File: config.mk
export PLATFORM = sky130hd
export DESIGN_NAME = axi_lite_cmd_master_flat
export DESIGN_NICKNAME = d
export VERILOG_FILES = /design/src/rtl/axi_lite_pkg.sv /design/src/rtl/axi_lite_cmd_master_if.sv /design/src/rtl/axi_lite_cmd_master.sv /design/src/flat_wrapper.sv
export SDC_FILE = /design/constraint.sdc
export NUM_CORES = 1
export LEC_CHECK = 0
export ABC_CLOCK_PERIOD_IN_PS = 2000
export CORE_MARGIN = 2
export CORE_UTILIZATION = 37
export CTS_CLUSTER_DIAMETER = 60
export DETAILED_ROUTE_END_ITERATION = 12
export PLACE_DENSITY = 0.77
export SLEW_MARGIN = 20
export SYNTH_ARGS = -nofsm -noshare
export SYNTH_HDL_FRONTEND = slang
export SYNTH_SLANG_ARGS = --single-unit
export TNS_END_PERCENT = 10
File: constraint.sdc
create_clock -name M_AXI_ACLK -period 2 [get_ports M_AXI_ACLK]
set_clock_uncertainty 0.2 [all_clocks]
set_input_delay 0.2 -clock M_AXI_ACLK [delete_from_list [all_inputs] [get_ports M_AXI_ACLK]]
set_output_delay 0.2 -clock M_AXI_ACLK [all_outputs]
set_load 0.02 [all_outputs]
File: src/rtl/axi_lite_pkg.sv
// Shared AXI4-Lite constants and the command-master FSM state type.
package axi_lite_pkg;

  localparam logic [1:0] RESP_OKAY   = 2'b00;
  localparam logic [1:0] RESP_EXOKAY = 2'b01;
  localparam logic [1:0] RESP_SLVERR = 2'b10;
  localparam logic [1:0] RESP_DECERR = 2'b11;

  localparam logic [2:0] PROT_DEFAULT = 3'b000;

  typedef enum logic [2:0] {
    IDLE    = 3'd0,
    WR      = 3'd1,
    WR_RESP = 3'd2,
    RD_ADDR = 3'd3,
    RD_DATA = 3'd4,
    RSP     = 3'd5
  } state_e;

endpackage

File: src/rtl/axi_lite_cmd_master_if.sv
// AXI4-Lite bus bundle between the command master and a register slave.
interface axi_lite_cmd_master_if #(
  parameter int unsigned AXI_ADDR_WIDTH = 4,
  parameter int unsigned AXI_DATA_WIDTH = 32
) ();

  localparam int unsigned STRB_W = AXI_DATA_WIDTH / 8;

  logic [AXI_ADDR_WIDTH-1:0] M_AXI_AWADDR;
  logic [2:0]                M_AXI_AWPROT;
  logic                      M_AXI_AWVALID;
  logic                      M_AXI_AWREADY;
  logic [AXI_DATA_WIDTH-1:0] M_AXI_WDATA;
  logic [STRB_W-1:0]         M_AXI_WSTRB;
  logic                      M_AXI_WVALID;
  logic                      M_AXI_WREADY;
  logic [1:0]                M_AXI_BRESP;
  logic                      M_AXI_BVALID;
  logic                      M_AXI_BREADY;
  logic [AXI_ADDR_WIDTH-1:0] M_AXI_ARADDR;
  logic [2:0]                M_AXI_ARPROT;
  logic                      M_AXI_ARVALID;
  logic                      M_AXI_ARREADY;
  logic [AXI_DATA_WIDTH-1:0] M_AXI_RDATA;
  logic [1:0]                M_AXI_RRESP;
  logic                      M_AXI_RVALID;
  logic                      M_AXI_RREADY;

  modport master (
    output M_AXI_AWADDR, M_AXI_AWPROT, M_AXI_AWVALID,
    input  M_AXI_AWREADY,
    output M_AXI_WDATA, M_AXI_WSTRB, M_AXI_WVALID,
    input  M_AXI_WREADY,
    input  M_AXI_BRESP, M_AXI_BVALID,
    output M_AXI_BREADY,
    output M_AXI_ARADDR, M_AXI_ARPROT, M_AXI_ARVALID,
    input  M_AXI_ARREADY,
    input  M_AXI_RDATA, M_AXI_RRESP, M_AXI_RVALID,
    output M_AXI_RREADY
  );

  modport slave (
    input  M_AXI_AWADDR, M_AXI_AWPROT, M_AXI_AWVALID,
    output M_AXI_AWREADY,
    input  M_AXI_WDATA, M_AXI_WSTRB, M_AXI_WVALID,
    output M_AXI_WREADY,
    output M_AXI_BRESP, M_AXI_BVALID,
    input  M_AXI_BREADY,
    input  M_AXI_ARADDR, M_AXI_ARPROT, M_AXI_ARVALID,
    output M_AXI_ARREADY,
    output M_AXI_RDATA, M_AXI_RRESP, M_AXI_RVALID,
    input  M_AXI_RREADY
  );

endinterface

File: src/rtl/axi_lite_cmd_master.sv
// Turns a one-command-at-a-time request stream into single AXI4-Lite
// transactions and returns one response beat per command.
module axi_lite_cmd_master
  import axi_lite_pkg::*;
#(
  parameter int unsigned AXI_DATA_WIDTH = 32,
  parameter int unsigned AXI_ADDR_WIDTH = 4
) (
  input  logic                        M_AXI_ACLK,
  input  logic                        M_AXI_ARESET,
  input  logic                        cmd_valid,
  output logic                        cmd_ready,
  input  logic                        cmd_write,
  input  logic [AXI_ADDR_WIDTH-1:0]   cmd_addr,
  input  logic [AXI_DATA_WIDTH-1:0]   cmd_wdata,
  input  logic [AXI_DATA_WIDTH/8-1:0] cmd_wstrb,
  output logic                        rsp_valid,
  input  logic                        rsp_ready,
  output logic                        rsp_write,
  output logic [AXI_DATA_WIDTH-1:0]   rsp_rdata,
  output logic [1:0]                  rsp_resp,
  axi_lite_cmd_master_if.master       m_axi
);

  localparam int unsigned STRB_W = AXI_DATA_WIDTH / 8;

  state_e                    state_q, state_d;
  logic                      awvalid_q, awvalid_d;
  logic                      wvalid_q, wvalid_d;
  logic                      bready_q, bready_d;
  logic                      b_seen_q, b_seen_d;
  logic                      arvalid_q, arvalid_d;
  logic                      rready_q, rready_d;
  logic [AXI_ADDR_WIDTH-1:0] addr_q, addr_d;
  logic [AXI_DATA_WIDTH-1:0] wdata_q, wdata_d;
  logic [STRB_W-1:0]         wstrb_q, wstrb_d;
  logic                      rsp_valid_q, rsp_valid_d;
  logic                      rsp_write_q, rsp_write_d;
  logic [AXI_DATA_WIDTH-1:0] rsp_rdata_q, rsp_rdata_d;
  logic [1:0]                rsp_resp_q, rsp_resp_d;

  assign cmd_ready = (state_q == IDLE) && !M_AXI_ARESET;

  // Next-state and registered-output logic
  always_comb begin
    state_d     = state_q;
    awvalid_d   = awvalid_q;
    wvalid_d    = wvalid_q;
    bready_d    = bready_q;
    b_seen_d    = b_seen_q;
    arvalid_d   = arvalid_q;
    rready_d    = rready_q;
    addr_d      = addr_q;
    wdata_d     = wdata_q;
    wstrb_d     = wstrb_q;
    rsp_valid_d = rsp_valid_q;
    rsp_write_d = rsp_write_q;
    rsp_rdata_d = rsp_rdata_q;
    rsp_resp_d  = rsp_resp_q;

    unique case (state_q)
      IDLE: begin
        if (cmd_valid && cmd_ready) begin
          addr_d      = cmd_addr;
          rsp_write_d = cmd_write;
          if (cmd_write) begin
            wdata_d     = cmd_wdata;
            wstrb_d     = cmd_wstrb;
            awvalid_d   = 1'b1;
            wvalid_d    = 1'b1;
            bready_d    = 1'b1;
            b_seen_d    = 1'b0;
            rsp_rdata_d = '0;
            state_d     = WR;
          end else begin
            arvalid_d = 1'b1;
            state_d   = RD_ADDR;
          end
        end
      end

      WR: begin
        // AW and W retire independently; B may land on the final handshake edge
        awvalid_d = awvalid_q && !m_axi.M_AXI_AWREADY;
        wvalid_d  = wvalid_q && !m_axi.M_AXI_WREADY;
        if (m_axi.M_AXI_BVALID && bready_q) begin
          b_seen_d   = 1'b1;
          bready_d   = 1'b0;
          rsp_resp_d = m_axi.M_AXI_BRESP;
        end
        if (!awvalid_d && !wvalid_d) begin
          if (b_seen_d) begin
            rsp_valid_d = 1'b1;
            state_d     = RSP;
          end else begin
            state_d = WR_RESP;
          end
        end
      end

      WR_RESP: begin
        if (m_axi.M_AXI_BVALID) begin
          bready_d    = 1'b0;
          rsp_resp_d  = m_axi.M_AXI_BRESP;
          rsp_valid_d = 1'b1;
          state_d     = RSP;
        end
      end

      RD_ADDR: begin
        if (m_axi.M_AXI_ARREADY) begin
          arvalid_d = 1'b0;
          rready_d  = 1'b1;
          state_d   = RD_DATA;
        end
      end

      RD_DATA: begin
        if (m_axi.M_AXI_RVALID) begin
          rready_d    = 1'b0;
          rsp_rdata_d = m_axi.M_AXI_RDATA;
          rsp_resp_d  = m_axi.M_AXI_RRESP;
          rsp_valid_d = 1'b1;
          state_d     = RSP;
        end
      end

      RSP: begin
        if (rsp_ready) begin
          rsp_valid_d = 1'b0;
          state_d     = IDLE;
        end
      end

      default: state_d = IDLE;
    endcase
  end

  always_ff @(posedge M_AXI_ACLK) begin
    if (M_AXI_ARESET) begin
      state_q     <= IDLE;
      awvalid_q   <= 1'b0;
      wvalid_q    <= 1'b0;
      bready_q    <= 1'b0;
      b_seen_q    <= 1'b0;
      arvalid_q   <= 1'b0;
      rready_q    <= 1'b0;
      addr_q      <= '0;
      wdata_q     <= '0;
      wstrb_q     <= '0;
      rsp_valid_q <= 1'b0;
      rsp_write_q <= 1'b0;
      rsp_rdata_q <= '0;
      rsp_resp_q  <= RESP_OKAY;
    end else begin
      state_q     <= state_d;
      awvalid_q   <= awvalid_d;
      wvalid_q    <= wvalid_d;
      bready_q    <= bready_d;
      b_seen_q    <= b_seen_d;
      arvalid_q   <= arvalid_d;
      rready_q    <= rready_d;
      addr_q      <= addr_d;
      wdata_q     <= wdata_d;
      wstrb_q     <= wstrb_d;
      rsp_valid_q <= rsp_valid_d;
      rsp_write_q <= rsp_write_d;
      rsp_rdata_q <= rsp_rdata_d;
      rsp_resp_q  <= rsp_resp_d;
    end
  end

  assign m_axi.M_AXI_AWADDR  = addr_q;
  assign m_axi.M_AXI_AWPROT  = PROT_DEFAULT;
  assign m_axi.M_AXI_AWVALID = awvalid_q;
  assign m_axi.M_AXI_WDATA   = wdata_q;
  assign m_axi.M_AXI_WSTRB   = wstrb_q;
  assign m_axi.M_AXI_WVALID  = wvalid_q;
  assign m_axi.M_AXI_BREADY  = bready_q;
  assign m_axi.M_AXI_ARADDR  = addr_q;
  assign m_axi.M_AXI_ARPROT  = PROT_DEFAULT;
  assign m_axi.M_AXI_ARVALID = arvalid_q;
  assign m_axi.M_AXI_RREADY  = rready_q;

  assign rsp_valid = rsp_valid_q;
  assign rsp_write = rsp_write_q;
  assign rsp_rdata = rsp_rdata_q;
  assign rsp_resp  = rsp_resp_q;

endmodule

File: src/flat_wrapper.sv
// flat-port wrapper written by rule: the top's interface ports become plain ports
module axi_lite_cmd_master_flat import axi_lite_pkg::*;
#(
  parameter int unsigned AXI_DATA_WIDTH = 32,
  parameter int unsigned AXI_ADDR_WIDTH = 4
)
  (M_AXI_ACLK, M_AXI_ARESET, cmd_valid, cmd_ready, cmd_write, cmd_addr, cmd_wdata, cmd_wstrb, rsp_valid, rsp_ready, rsp_write, rsp_rdata, rsp_resp, m_axi_M_AXI_AWADDR, m_axi_M_AXI_AWPROT, m_axi_M_AXI_AWVALID, m_axi_M_AXI_AWREADY, m_axi_M_AXI_WDATA, m_axi_M_AXI_WSTRB, m_axi_M_AXI_WVALID, m_axi_M_AXI_WREADY, m_axi_M_AXI_BRESP, m_axi_M_AXI_BVALID, m_axi_M_AXI_BREADY, m_axi_M_AXI_ARADDR, m_axi_M_AXI_ARPROT, m_axi_M_AXI_ARVALID, m_axi_M_AXI_ARREADY, m_axi_M_AXI_RDATA, m_axi_M_AXI_RRESP, m_axi_M_AXI_RVALID, m_axi_M_AXI_RREADY);
  axi_lite_cmd_master_if #(.AXI_ADDR_WIDTH(AXI_ADDR_WIDTH), .AXI_DATA_WIDTH(AXI_DATA_WIDTH)) m_axi_i ();
  input  logic M_AXI_ACLK;
  input  logic M_AXI_ARESET;
  input  logic cmd_valid;
  output logic cmd_ready;
  input  logic cmd_write;
  input  logic [AXI_ADDR_WIDTH-1:0] cmd_addr;
  input  logic [AXI_DATA_WIDTH-1:0] cmd_wdata;
  input  logic [AXI_DATA_WIDTH/8-1:0] cmd_wstrb;
  output logic rsp_valid;
  input  logic rsp_ready;
  output logic rsp_write;
  output logic [AXI_DATA_WIDTH-1:0] rsp_rdata;
  output logic [1:0] rsp_resp;
  output wire logic [$bits(m_axi_i.M_AXI_AWADDR)-1:0] m_axi_M_AXI_AWADDR;
  output wire logic [$bits(m_axi_i.M_AXI_AWPROT)-1:0] m_axi_M_AXI_AWPROT;
  output wire logic [$bits(m_axi_i.M_AXI_AWVALID)-1:0] m_axi_M_AXI_AWVALID;
  input wire logic [$bits(m_axi_i.M_AXI_AWREADY)-1:0] m_axi_M_AXI_AWREADY;
  output wire logic [$bits(m_axi_i.M_AXI_WDATA)-1:0] m_axi_M_AXI_WDATA;
  output wire logic [$bits(m_axi_i.M_AXI_WSTRB)-1:0] m_axi_M_AXI_WSTRB;
  output wire logic [$bits(m_axi_i.M_AXI_WVALID)-1:0] m_axi_M_AXI_WVALID;
  input wire logic [$bits(m_axi_i.M_AXI_WREADY)-1:0] m_axi_M_AXI_WREADY;
  input wire logic [$bits(m_axi_i.M_AXI_BRESP)-1:0] m_axi_M_AXI_BRESP;
  input wire logic [$bits(m_axi_i.M_AXI_BVALID)-1:0] m_axi_M_AXI_BVALID;
  output wire logic [$bits(m_axi_i.M_AXI_BREADY)-1:0] m_axi_M_AXI_BREADY;
  output wire logic [$bits(m_axi_i.M_AXI_ARADDR)-1:0] m_axi_M_AXI_ARADDR;
  output wire logic [$bits(m_axi_i.M_AXI_ARPROT)-1:0] m_axi_M_AXI_ARPROT;
  output wire logic [$bits(m_axi_i.M_AXI_ARVALID)-1:0] m_axi_M_AXI_ARVALID;
  input wire logic [$bits(m_axi_i.M_AXI_ARREADY)-1:0] m_axi_M_AXI_ARREADY;
  input wire logic [$bits(m_axi_i.M_AXI_RDATA)-1:0] m_axi_M_AXI_RDATA;
  input wire logic [$bits(m_axi_i.M_AXI_RRESP)-1:0] m_axi_M_AXI_RRESP;
  input wire logic [$bits(m_axi_i.M_AXI_RVALID)-1:0] m_axi_M_AXI_RVALID;
  output wire logic [$bits(m_axi_i.M_AXI_RREADY)-1:0] m_axi_M_AXI_RREADY;
  assign m_axi_M_AXI_AWADDR = m_axi_i.M_AXI_AWADDR;
  assign m_axi_M_AXI_AWPROT = m_axi_i.M_AXI_AWPROT;
  assign m_axi_M_AXI_AWVALID = m_axi_i.M_AXI_AWVALID;
  assign m_axi_i.M_AXI_AWREADY = m_axi_M_AXI_AWREADY;
  assign m_axi_M_AXI_WDATA = m_axi_i.M_AXI_WDATA;
  assign m_axi_M_AXI_WSTRB = m_axi_i.M_AXI_WSTRB;
  assign m_axi_M_AXI_WVALID = m_axi_i.M_AXI_WVALID;
  assign m_axi_i.M_AXI_WREADY = m_axi_M_AXI_WREADY;
  assign m_axi_i.M_AXI_BRESP = m_axi_M_AXI_BRESP;
  assign m_axi_i.M_AXI_BVALID = m_axi_M_AXI_BVALID;
  assign m_axi_M_AXI_BREADY = m_axi_i.M_AXI_BREADY;
  assign m_axi_M_AXI_ARADDR = m_axi_i.M_AXI_ARADDR;
  assign m_axi_M_AXI_ARPROT = m_axi_i.M_AXI_ARPROT;
  assign m_axi_M_AXI_ARVALID = m_axi_i.M_AXI_ARVALID;
  assign m_axi_i.M_AXI_ARREADY = m_axi_M_AXI_ARREADY;
  assign m_axi_i.M_AXI_RDATA = m_axi_M_AXI_RDATA;
  assign m_axi_i.M_AXI_RRESP = m_axi_M_AXI_RRESP;
  assign m_axi_i.M_AXI_RVALID = m_axi_M_AXI_RVALID;
  assign m_axi_M_AXI_RREADY = m_axi_i.M_AXI_RREADY;
  axi_lite_cmd_master #(.AXI_DATA_WIDTH(AXI_DATA_WIDTH), .AXI_ADDR_WIDTH(AXI_ADDR_WIDTH)) u_core (.M_AXI_ACLK(M_AXI_ACLK), .M_AXI_ARESET(M_AXI_ARESET), .cmd_valid(cmd_valid), .cmd_ready(cmd_ready), .cmd_write(cmd_write), .cmd_addr(cmd_addr), .cmd_wdata(cmd_wdata), .cmd_wstrb(cmd_wstrb), .rsp_valid(rsp_valid), .rsp_ready(rsp_ready), .rsp_write(rsp_write), .rsp_rdata(rsp_rdata), .rsp_resp(rsp_resp), .m_axi(m_axi_i));
endmodule
==> results.sh, run 1 <==
export IMPL_drtAntennaViolNets=0
export IMPL_post_route_period_util=0.9638
export IMPL_r2r_start="u_core.state_q[0]$_SDFFE_PP0P_"
export IMPL_maxCapViolCount=0
export IMPL_clkPwrFrac=0.234
export IMPL_antenna_found_initial=0
export IMPL_yosysSeqAreaShare=0.4648
export IMPL_worstSetupStartpoint="u_core.state_q[0]$_SDFFE_PP0P_"
export IMPL_worst_slew_pin_slew_ns=0.5705
export IMPL_critPathKind="flop to flop"
export IMPL_slowest_delay_ns=0.45
export IMPL_worst_path_max_fanout=6
export IMPL_max_freq_ghz=0.5188
export IMPL_netlist_instances=422
export IMPL_cts_root_buf="clkbuf_8"
export IMPL_layout_min_cycle_time_ns=1.928
export IMPL_grt_max_degree=51
export IMPL_clkLatencyLatePin_ns=0.34
export IMPL_synth_edff_count=0
export IMPL_cp_cell_sequence="or3_4 > nor2b_4 > buf_4 > nand4b_2 > buf_4 > mux2i_1 > a21oi_1"
export IMPL_initial_core_util=0.3780
export IMPL_die_y_um=103.5
export IMPL_setup_viol=0
export IMPL_num_antenna_cells=0
export IMPL_worst_hold_startpoint="cmd_wdata[2]"
export IMPL_status="completed"
export IMPL_clockBufferDepth=2
export IMPL_crit_family="simple AND/OR/NAND/NOR gates"
export IMPL_gp_congestion=0.8533
export IMPL_cts_buffers=9
export IMPL_synth_xor_area_frac=0
export IMPL_internal_power_uw=3388
export IMPL_htree_levels=3
export IMPL_synth_simple_area_share=0.2690
export IMPL_grt_pass1_wl_um=15980
export IMPL_critPathLaunchType="flop"
export IMPL_cts_tree="yes"
export IMPL_grt_ovfl_total=0
export IMPL_finalWorstSetupSlack_ns=0.07235
export IMPL_tns_ns=0
export IMPL_drive_above_1_share=0.2040
export IMPL_place_area_sq_um=5567
export IMPL_rsz0062_at_grt="yes"
export IMPL_power_frac_comb=0.390
export IMPL_synth_compound_area_frac=0.1736
export IMPL_viasPerCell=4.750
export IMPL_drt_iter0_markers=100
export IMPL_ctsHoldBuffers=0
export IMPL_io_buffers=171
export IMPL_cp_num_buf_inv=2
export IMPL_whs_ns=0.2003
export IMPL_dieArea_sq_um=10710
export IMPL_pwr_share_seq=0.377
export IMPL_wl_per_cell_um=13.87
export IMPL_synthToLayoutAreaGrowth_pct=57.76
export IMPL_synth_top_family_by_area="simple AND/OR/NAND/NOR gates"
export IMPL_yosys_area_share_adder=0
export IMPL_vias=3496
export IMPL_post_route_cell_area_sq_um=5776
export IMPL_num_io_pins=178
export IMPL_dp_slack_ns=-0.07334
export IMPL_muxShareOfSynthArea=0.01709
export IMPL_clkSinkCount=85
export IMPL_synth_area_per_cell_sq_um=8.675
export IMPL_grt_pass1_vias=3440
export IMPL_cp_end_kind="flop"
export IMPL_drt_pass1_iter_count=4
export IMPL_die_w_um=103.5
export IMPL_p_sw_uw=1731
export IMPL_synth_distinct_cells=45
export IMPL_nets=684
export IMPL_drcViolationCount=0
export IMPL_utilization=0.5964
export IMPL_p_leak_uw=0.001949
export IMPL_cp_arrival_ns=1.94
export IMPL_syn_area_sq_um=3661
export IMPL_slew_viol_final=0
export IMPL_p_per_area_nw_per_um2=886.4
export IMPL_crit_required_ns=2.01
export IMPL_clkSlewWorstSetupHoldPaths_ns=0.08
export IMPL_ys_ff_latch=85
export IMPL_synth_main_ff_cell="dfxtp_1"
export IMPL_grt_usage=0.1879
export IMPL_hp_class="input port to flop"
export IMPL_finalHoldViolations=0
export IMPL_vdd_drop_max_v=0.0004868
export IMPL_slowest_stage="or3_4"
export IMPL_crit_path_frequent_cell="buf_4"
export IMPL_slew_headroom=0.6197
export IMPL_wl_um=10210
export IMPL_design_core_area_sq_um=9684
export IMPL_p_sw_frac=0.3381
export IMPL_dp_hpwl_um=7596
export IMPL_post_cts_buffers=0
export IMPL_synthArstFlopShare=0
export IMPL_rows=36
export IMPL_yosys_warnings=0
-- cell usage in the layout, fill, tap and decap left out, types with 3 or more instances in the layout --
| cell type | count |
|---|---|
| a21oi_1 | 51 |
| a21oi_2 | 32 |
| buf_12 | 4 |
| buf_4 | 27 |
| clkbuf_1 | 3 |
| clkbuf_8 | 10 |
| clkdlybuf4s50_1 | 169 |
| conb_1 | 6 |
| dfxtp_1 | 85 |
| inv_1 | 3 |
| mux2i_1 | 4 |
| nand2_1 | 86 |
| nand2_2 | 31 |
| nand2b_1 | 7 |
| nand3_1 | 32 |
| nor2_1 | 8 |
| nor2b_1 | 3 |
| nor3_1 | 3 |
| o21ai_0 | 7 |
-- registers in the layout, indices dropped and copies added (netlist names) --
| name | cells |
|---|---|
| u_core.rsp_valid | 1 |
| u_core.rsp_rdata | 32 |
| u_core.state_q | 3 |
| u_core.rsp_resp | 2 |
| u_core.m_axi.M_AXI_ARVALID | 1 |
| u_core.m_axi.M_AXI_WSTRB | 4 |
| u_core.rsp_write | 1 |
| u_core.m_axi.M_AXI_WDATA | 32 |
| u_core.b_seen_q | 1 |
| u_core.m_axi.M_AXI_AWVALID | 1 |
| u_core.m_axi.M_AXI_RREADY | 1 |
| u_core.m_axi.M_AXI_BREADY | 1 |
| u_core.m_axi.M_AXI_WVALID | 1 |
| u_core.m_axi.M_AXI_ARADDR | 4 |
-- routing by layer --
layer / track usage / vias to the layer above / routed length (um)
met5: 0 / - / 0
li1: - / 1744 / -
met4: 0.07085 / 0 / 176
met1: 0.2308 / 1601 / 4334
met2: 0.3117 / 134 / 4882
met3: 0.05511 / 17 / 816
-- path summary, 6_finish.rpt --
path | endpoint | slack, ns | cells past startpoint
max | u_core.state_q[0]$_SDFFE_PP0P_ | 0.07 | 7
min | u_core.m_axi.M_AXI_WDATA[2]$_SDFFE_PP0P_ | 0.20 | 3
max reg2reg | u_core.state_q[0]$_SDFFE_PP0P_ | 0.07 | 7
min reg2reg | u_core.m_axi.M_AXI_WDATA[18]$_SDFFE_PP0P_ | 0.25 | 2
-- final cells by class --
class                   count  area (sq um)
clock buffers              13         148.9
clock inverters             3         45.04
fillers                   843          3909
flip-flops and latches     85          1702
inverters                   3         11.26
repair buffers            201          1986
well taps                 133         166.4
multi-input cells         298          1717
-- logic make-up after synthesis --
logic type,after synthesis
AND/OR/NAND/NOR,189
buffers and inverters,44
multiplexers,6
AO/OA/AOI/OAI,97
flip-flops,85
other,1
-- power groups by stage --
stage | Clock [uW] | Combinational, uW | Sequential, uW
5_1_grt | 1320 | 2170 | 1950
2_1_floorplan | 0 | 1070 | 2090
3_3_place_gp | 0 | 1940 | 1960
3_5_place_dp | 0 | 1980 | 1970
6_report | 1200 | 1990 | 1930
4_1_cts | 1250 | 1990 | 1930
-- worst reg2reg max path, stage by stage, from the launching register on --
cell	delay (ns)
dfxtp_1	0.37
or3_4	0.45
nor2b_4	0.15
buf_4	0.12
nand4b_2	0.12
buf_4	0.13
mux2i_1	0.17
a21oi_1	0.07
-- stage by stage --
step | std cells | total power, uW
after CTS | 736 | 5163
after floorplan | 427 | 3163
final | 736 | 5119
after global routing | 736 | 5432
after detailed placement | 720 | 3947
after global placement | 720 | 3903
-- timing repair --
action / CTS / global route
resized for setup: 0 / 4
hold endpoints to repair: 0 / 0
endpoints found under the setup margin: 0 / 4
-- Yosys cell counts, types with 2 or more instances --
master    count  area share
nand2_2      31       0.053
nor2_1        8      0.0082
nand2b_1      7       0.012
a21oi_1      52       0.071
nor3_1        3      0.0041
mux2_2        2      0.0062
o21ai_0       7      0.0096
buf_2         8       0.011
nand2_1      86       0.088
nor2b_1       3      0.0051
dfxtp_1      85        0.46
mux2i_1       4       0.011
a21oi_2      31       0.074
nand3_1      32       0.044
inv_1         3      0.0031
clkbuf_1     14       0.014
nor4b_1       2      0.0048
buf_4        10       0.021
buf_6         8       0.025
Note: power is estimated with default switching activity, not from simulation.
==> inputs of run 2 (changes only) <==
--- a/config.mk
+++ b/config.mk
@@ -5,6 +5,7 @@
 export SDC_FILE = /design/constraint.sdc
 export NUM_CORES = 1
 export LEC_CHECK = 0
+export ABC_AREA = 1
 export ABC_CLOCK_PERIOD_IN_PS = 2000
 export CORE_MARGIN = 2
 export CORE_UTILIZATION = 37
==> run 2 against run 1 <==
Net effect:
- via count is 9.6% higher
- fmax is 4.4% higher
- sequential power is 23% higher
- clock power is 19% higher
- register-to-register slack better by 0.098 ns
- non-clock buffer count is 16 lower
- final area is 0.41% lower
- synthesized cell count is 24% higher
- first-iteration DRC count is 28% higher
- critical endpoint is now cmd_ready
- utilization is 0.25 points lower
==> results.sh, run 2 <==
export IMPL_wl_um=10220
export IMPL_synthTopCellsByCount="nor2_1 (177), dfxtp_1 (85), o21ai_0 (72), inv_1 (50), nand2_1 (46)"
export IMPL_rows=36
export IMPL_grt_pass1_wl_um=17060
export IMPL_die_w_um=103.6
export IMPL_synth_distinct_cells=25
export IMPL_initial_core_util=0.3787
export IMPL_critPathKind="flop to primary output"
export IMPL_cp_end_kind="primary output"
export IMPL_pwr_share_seq=0.336
export IMPL_drt_iter0_markers=128
export IMPL_vias=3833
export IMPL_mostFrequentLayoutCells="nor2_1 (176), clkdlybuf4s50_1 (170), dfxtp_1 (84)"
export IMPL_antenna_found_initial=0
export IMPL_cp_arrival_ns=1.45
export IMPL_mostFrequentLayoutCell="nor2_1"
export IMPL_yosys_warnings=0
export IMPL_syn_area_sq_um=3667
export IMPL_grt_pass1_vias=3778
export IMPL_netlist_instances=523
export IMPL_post_route_period_util=0.9233
export IMPL_synthArstFlopShare=0
export IMPL_synth_top_area_share=0.4640
export IMPL_die_y_um=103.6
export IMPL_post_cts_buffers=0
export IMPL_vdd_drop_max_v=0.0004982
export IMPL_internal_power_uw=4398
export IMPL_drcViolationCount=0
export IMPL_maxCapViolCount=0
export IMPL_synth_area_leaders="dfxtp_1 (46%), nor2_1 (18%), o21ai_0 (9.8%), inv_1 (5.1%), nand2_1 (4.7%)"
export IMPL_grt_ovfl_total=0
export IMPL_status="completed"
export IMPL_fillers=898
export IMPL_num_antenna_cells=0
export IMPL_whs_ns=0.2219
export IMPL_clkLatencyLatePin_ns=0.34
export IMPL_clkSlewWorstSetupHoldPaths_ns=0.08
export IMPL_clkPwrFrac=0.203
export IMPL_wl_per_cell_um=12.42
export IMPL_clockBufferDepth=2
export IMPL_yosysSeqAreaShare=0.4640
export IMPL_synthToLayoutAreaGrowth_pct=56.84
export IMPL_max_freq_ghz=0.5416
export IMPL_grt_max_degree=78
export IMPL_cts_root_buf="clkbuf_8"
export IMPL_layout_min_cycle_time_ns=1.847
export IMPL_finalHoldViolations=0
export IMPL_yosysMostFrequentCell="nor2_1"
export IMPL_grt_usage=0.1904
export IMPL_ys_ff_latch=85
export IMPL_gp_congestion=0.8968
export IMPL_clkSinkCount=85
export IMPL_htree_levels=3
export IMPL_ctsHoldBuffers=0
export IMPL_synth_main_ff_cell="dfxtp_1"
export IMPL_p_sw_uw=2655
export IMPL_synth_area_per_cell_sq_um=7.012
export IMPL_design_core_area_sq_um=9684
export IMPL_drive_above_1_share=0.07101
export IMPL_tns_ns=0
export IMPL_worst_path_max_fanout=6
export IMPL_setup_viol=0
export IMPL_io_buffers=171
export IMPL_synth_edff_count=0
export IMPL_nets=772
export IMPL_rsz0062_at_grt="no"
export IMPL_hp_class="input port to flop"
export IMPL_crit_required_ns=1.60
export IMPL_dieArea_sq_um=10720
export IMPL_utilization=0.5939
export IMPL_critPathLaunchType="flop"
export IMPL_slew_viol_final=0
export IMPL_p_leak_uw=0.002541
export IMPL_p_per_area_nw_per_um2=1226
export IMPL_viasPerCell=4.657
export IMPL_drtAntennaViolNets=0
export IMPL_num_io_pins=178
export IMPL_cts_tree="yes"
export IMPL_synth_area_leader_cell="dfxtp_1"
export IMPL_power_frac_comb=0.461
export IMPL_dp_hpwl_um=7427
export IMPL_p_sw_frac=0.3764
export IMPL_drt_pass1_iter_count=5
export IMPL_cts_buffers=9
-- run 2: critical path: stages (launching register included) --
cell and delay [ns]:
dfxtp_1 0.37, nor2_8 0.17, nand2_4 0.09, nor2_4 0.13, dlygate4sd2_1 0.35
-- run 2: layout make-up --
type / count / area [sq um] / share of cell area
Inverter: 54 / 202.7 / 0.03524
Clock inverter: 6 / 112.6 / 0.01958
Timing Repair Buffer: 185 / 1891 / 0.3287
Tap cell: 133 / 166.4 / 0.02893
Multi-Input combinational cell: 351 / 1553 / 0.2700
Clock buffer: 9 / 123.9 / 0.02154
Sequential cell: 85 / 1703 / 0.2961
-- run 2: worst paths after layout --
check                                        from  cells past startpoint  slack, ns                                   endpoint
setup / recovery   u_core.state_q[0]$_SDFFE_PP0P_                      4       0.15                                  cmd_ready
hold / removal                        cmd_addr[2]                      3       0.22  u_core.m_axi.M_AXI_ARADDR[2]$_SDFFE_PP0P_
setup reg to reg   u_core.state_q[0]$_SDFFE_PP0P_                      9       0.17          u_core.rsp_rdata[13]$_SDFFE_PP0P_
hold reg to reg   u_core.rsp_resp[1]$_SDFFE_PP0P_                      2       0.27            u_core.rsp_resp[1]$_SDFFE_PP0P_
-- run 2: what timing repair did --
item / in CTS / in global routing
resized for setup: 1 / 2
endpoints found under the setup margin: 1 / 5
gates cloned: 0 / 0
-- run 2: cells by family after synthesis --
logic type	count (synthesis)	synth area share
AND/OR/NAND/NOR	256	0.2907
buffers and inverters	92	0.1184
AO/OA/AOI/OAI	89	0.1259
flip-flops	85	0.4640
other	1	0.001023
-- run 2: layer usage --
layer | global-route usage | share of wire | wire length [um] | up-vias
li1 | - | - | - | 1933
met1 | 0.2140 | 0.40 | 4086 | 1709
met2 | 0.3325 | 0.50 | 5092 | 177
met3 | 0.06608 | 0.088 | 895 | 14
met4 | 0.07143 | 0.014 | 148 | 0
met5 | 0 | 0 | 0 | -
-- run 2: stage by stage --
| stage | worst slack [ns] | area, sq um | cells | total power (uW) |
|---|---|---|---|---|
| after floorplan | 0.2045 | 3686 | 528 | 4234 |
| after global placement | 0.1093 | 5513 | 808 | 5571 |
| after detailed placement | 0.01288 | 5513 | 808 | 5650 |
| after CTS | 0.1142 | 5748 | 823 | 7088 |
| after global routing | 0.0002218 | 5752 | 823 | 7509 |
| final | 0.1535 | 5752 | 823 | 7053 |
-- run 2: power by group through the flow --
stage          clock [uW]  combinational [uW]  sequential, uW
2_1_floorplan           0                1390            2850
3_3_place_gp            0                3180            2400
4_1_cts              1470                3250            2370
3_5_place_dp            0                3240            2410
5_1_grt              1550                3540            2420
6_report             1430                3250            2370
==> inputs of run 3 (changes only) <==
--- a/config.mk
+++ b/config.mk
@@ -12,6 +12,7 @@
 export CTS_CLUSTER_DIAMETER = 60
 export DETAILED_ROUTE_END_ITERATION = 12
 export PLACE_DENSITY = 0.77
+export RECOVER_POWER = 100
 export SLEW_MARGIN = 20
 export SYNTH_ARGS = -nofsm -noshare
 export SYNTH_HDL_FRONTEND = slang
==> run 3 against run 2 <==
Net effect:
- utilization fell by 0.30 points
- fmax fell by 2.3%
- register-to-register slack got worse by 0.06 ns
- cell count did not move
- clock-buffer cell count did not move
- die area did not move
- hold slack got worse by 0.00074 ns
- via count rose by 0.31%
- global-route usage did not move
- final area fell by 0.50%
- non-clock buffer count did not move
- combinational power fell by 5%
- critical endpoint is now u_core.rsp_rdata[13]$_SDFFE_PP0P_
==> results.sh, run 3 (synthesized netlist as in run 2, its figures left out) <==
export IMPL_clkSlewWorstSetupHoldPaths_ns=0.08
export IMPL_wl_per_cell_um=12.40
export IMPL_mostFrequentLayoutCells="nor2_1 (180), clkdlybuf4s50_1 (85), dlygate4sd3_1 (85)"
export IMPL_max_freq_ghz=0.5291
export IMPL_drtAntennaViolNets=0
export IMPL_gp_congestion=0.8968
export IMPL_critPathLaunchType="flop"
export IMPL_p_per_area_nw_per_um2=1200
export IMPL_finalHoldViolations=0
export IMPL_initial_core_util=0.3787
export IMPL_clkSinkCount=85
export IMPL_clockBufferDepth=2
export IMPL_synthToLayoutAreaGrowth_pct=56.06
export IMPL_crit_required_ns=2.07
export IMPL_mostFrequentLayoutCell="nor2_1"
export IMPL_cts_tree="yes"
export IMPL_viasPerCell=4.672
export IMPL_num_antenna_cells=0
export IMPL_finalWorstSetupSlack_ns=0.1098
export IMPL_cts_root_buf="clkbuf_8"
export IMPL_layout_min_cycle_time_ns=1.890
export IMPL_setup_viol=0
export IMPL_dp_hpwl_um=7427
export IMPL_status="completed"
export IMPL_cp_arrival_ns=1.96
export IMPL_grt_usage=0.1904
export IMPL_ctsHoldBuffers=0
export IMPL_cp_end_kind="flop"
export IMPL_dp_slack_ns=0.01288
export IMPL_drt_iter0_markers=142
export IMPL_grt_pass1_wl_um=17060
export IMPL_maxCapViolCount=0
export IMPL_grt_pass1_vias=3778
export IMPL_vias=3845
export IMPL_critPathKind="flop to flop"
export IMPL_die_w_um=103.6
export IMPL_hp_class="input port to flop"
export IMPL_rows=36
export IMPL_utilization=0.5910
export IMPL_num_io_pins=178
export IMPL_grt_max_degree=78
export IMPL_tns_ns=0
export IMPL_die_y_um=103.6
export IMPL_worst_path_max_fanout=20
export IMPL_dieArea_sq_um=10720
export IMPL_drcViolationCount=0
export IMPL_io_buffers=171
export IMPL_htree_levels=3
export IMPL_drive_above_1_share=0.05942
export IMPL_cts_buffers=9
export IMPL_antenna_found_initial=0
export IMPL_rsz0062_at_grt="no"
export IMPL_nets=772
export IMPL_p_leak_uw=0.002796
export IMPL_design_core_area_sq_um=9684
export IMPL_grt_ovfl_total=0
export IMPL_post_route_period_util=0.9451
export IMPL_drt_pass1_iter_count=4
export IMPL_wl_um=10200
export IMPL_clkLatencyLatePin_ns=0.34
export IMPL_fillers=903
export IMPL_slew_viol_final=0
export IMPL_vdd_drop_max_v=0.0004965
[run 3: cell type report]
class / instances / area (sq um) / area share
Sequential cell: 85 / 1703 / 0.2976
Clock buffer: 9 / 123.9 / 0.02164
Clock inverter: 6 / 112.6 / 0.01968
Multi-Input combinational cell: 351 / 1539 / 0.2689
Tap cell: 133 / 166.4 / 0.02908
Inverter: 54 / 202.7 / 0.03542
Timing Repair Buffer: 185 / 1876 / 0.3277
[run 3: metal layers]
layer / global-route usage / vias up / share of wire
met2: 0.3325 / 167 / 0.49
met1: 0.2140 / 1727 / 0.40
li1: - / 1937 / -
met3: 0.06608 / 14 / 0.090
met4: 0.07143 / 0 / 0.017
met5: 0 / - / 0
[run 3: power breakdown]
part | internal, uW | switching [uW] | leakage, uW
Sequential | 2120 | 233 | 0.000695
Clock | 825 | 607 | 0.000119
Combinational | 1290 | 1790 | 0.00198
Total | 4240 | 2630 | 0.00280
[run 3: critical path, cell delays in order (launching register included)]
cell and delay, ns:
dfxtp_1 0.37, nor2_8 0.17, nand2_4 0.09, inv_1 0.09
nand2_1 0.09, o21ai_0 0.09, nand2_1 0.16, inv_1 0.19
buf_12 0.18, nor2_1 0.06, nor2_1 0.13
[run 3: path summary, 6_finish.rpt]
kind                                    from                                        end  slack (ns)  depth (start not counted)
max           u_core.state_q[0]$_SDFFE_PP0P_          u_core.rsp_rdata[13]$_SDFFE_PP0P_        0.11                         10
max reg2reg   u_core.state_q[0]$_SDFFE_PP0P_          u_core.rsp_rdata[13]$_SDFFE_PP0P_        0.11                         10
min                              cmd_addr[2]  u_core.m_axi.M_AXI_ARADDR[2]$_SDFFE_PP0P_        0.22                          3
min reg2reg  u_core.rsp_resp[1]$_SDFFE_PP0P_            u_core.rsp_resp[1]$_SDFFE_PP0P_        0.27                          2
[run 3: stage by stage]
stage                     instances  hold WS, ns  total power, uW  cell area, sq um
after floorplan                 528       0.1105             4234              3686
after global placement          808       0.2496             5571              5513
after detailed placement        808       0.2581             5650              5513
after CTS                       823       0.2047             7088              5748
after global routing            823       0.2233             7322              5723
final                           823       0.2211             6865              5723
[run 3: timing repair]
action,in CTS,in global routing
pin swaps,0,0
buffers inserted,0,0
endpoints found under the setup margin,1,5
cloned,0,0
resized for setup,1,2
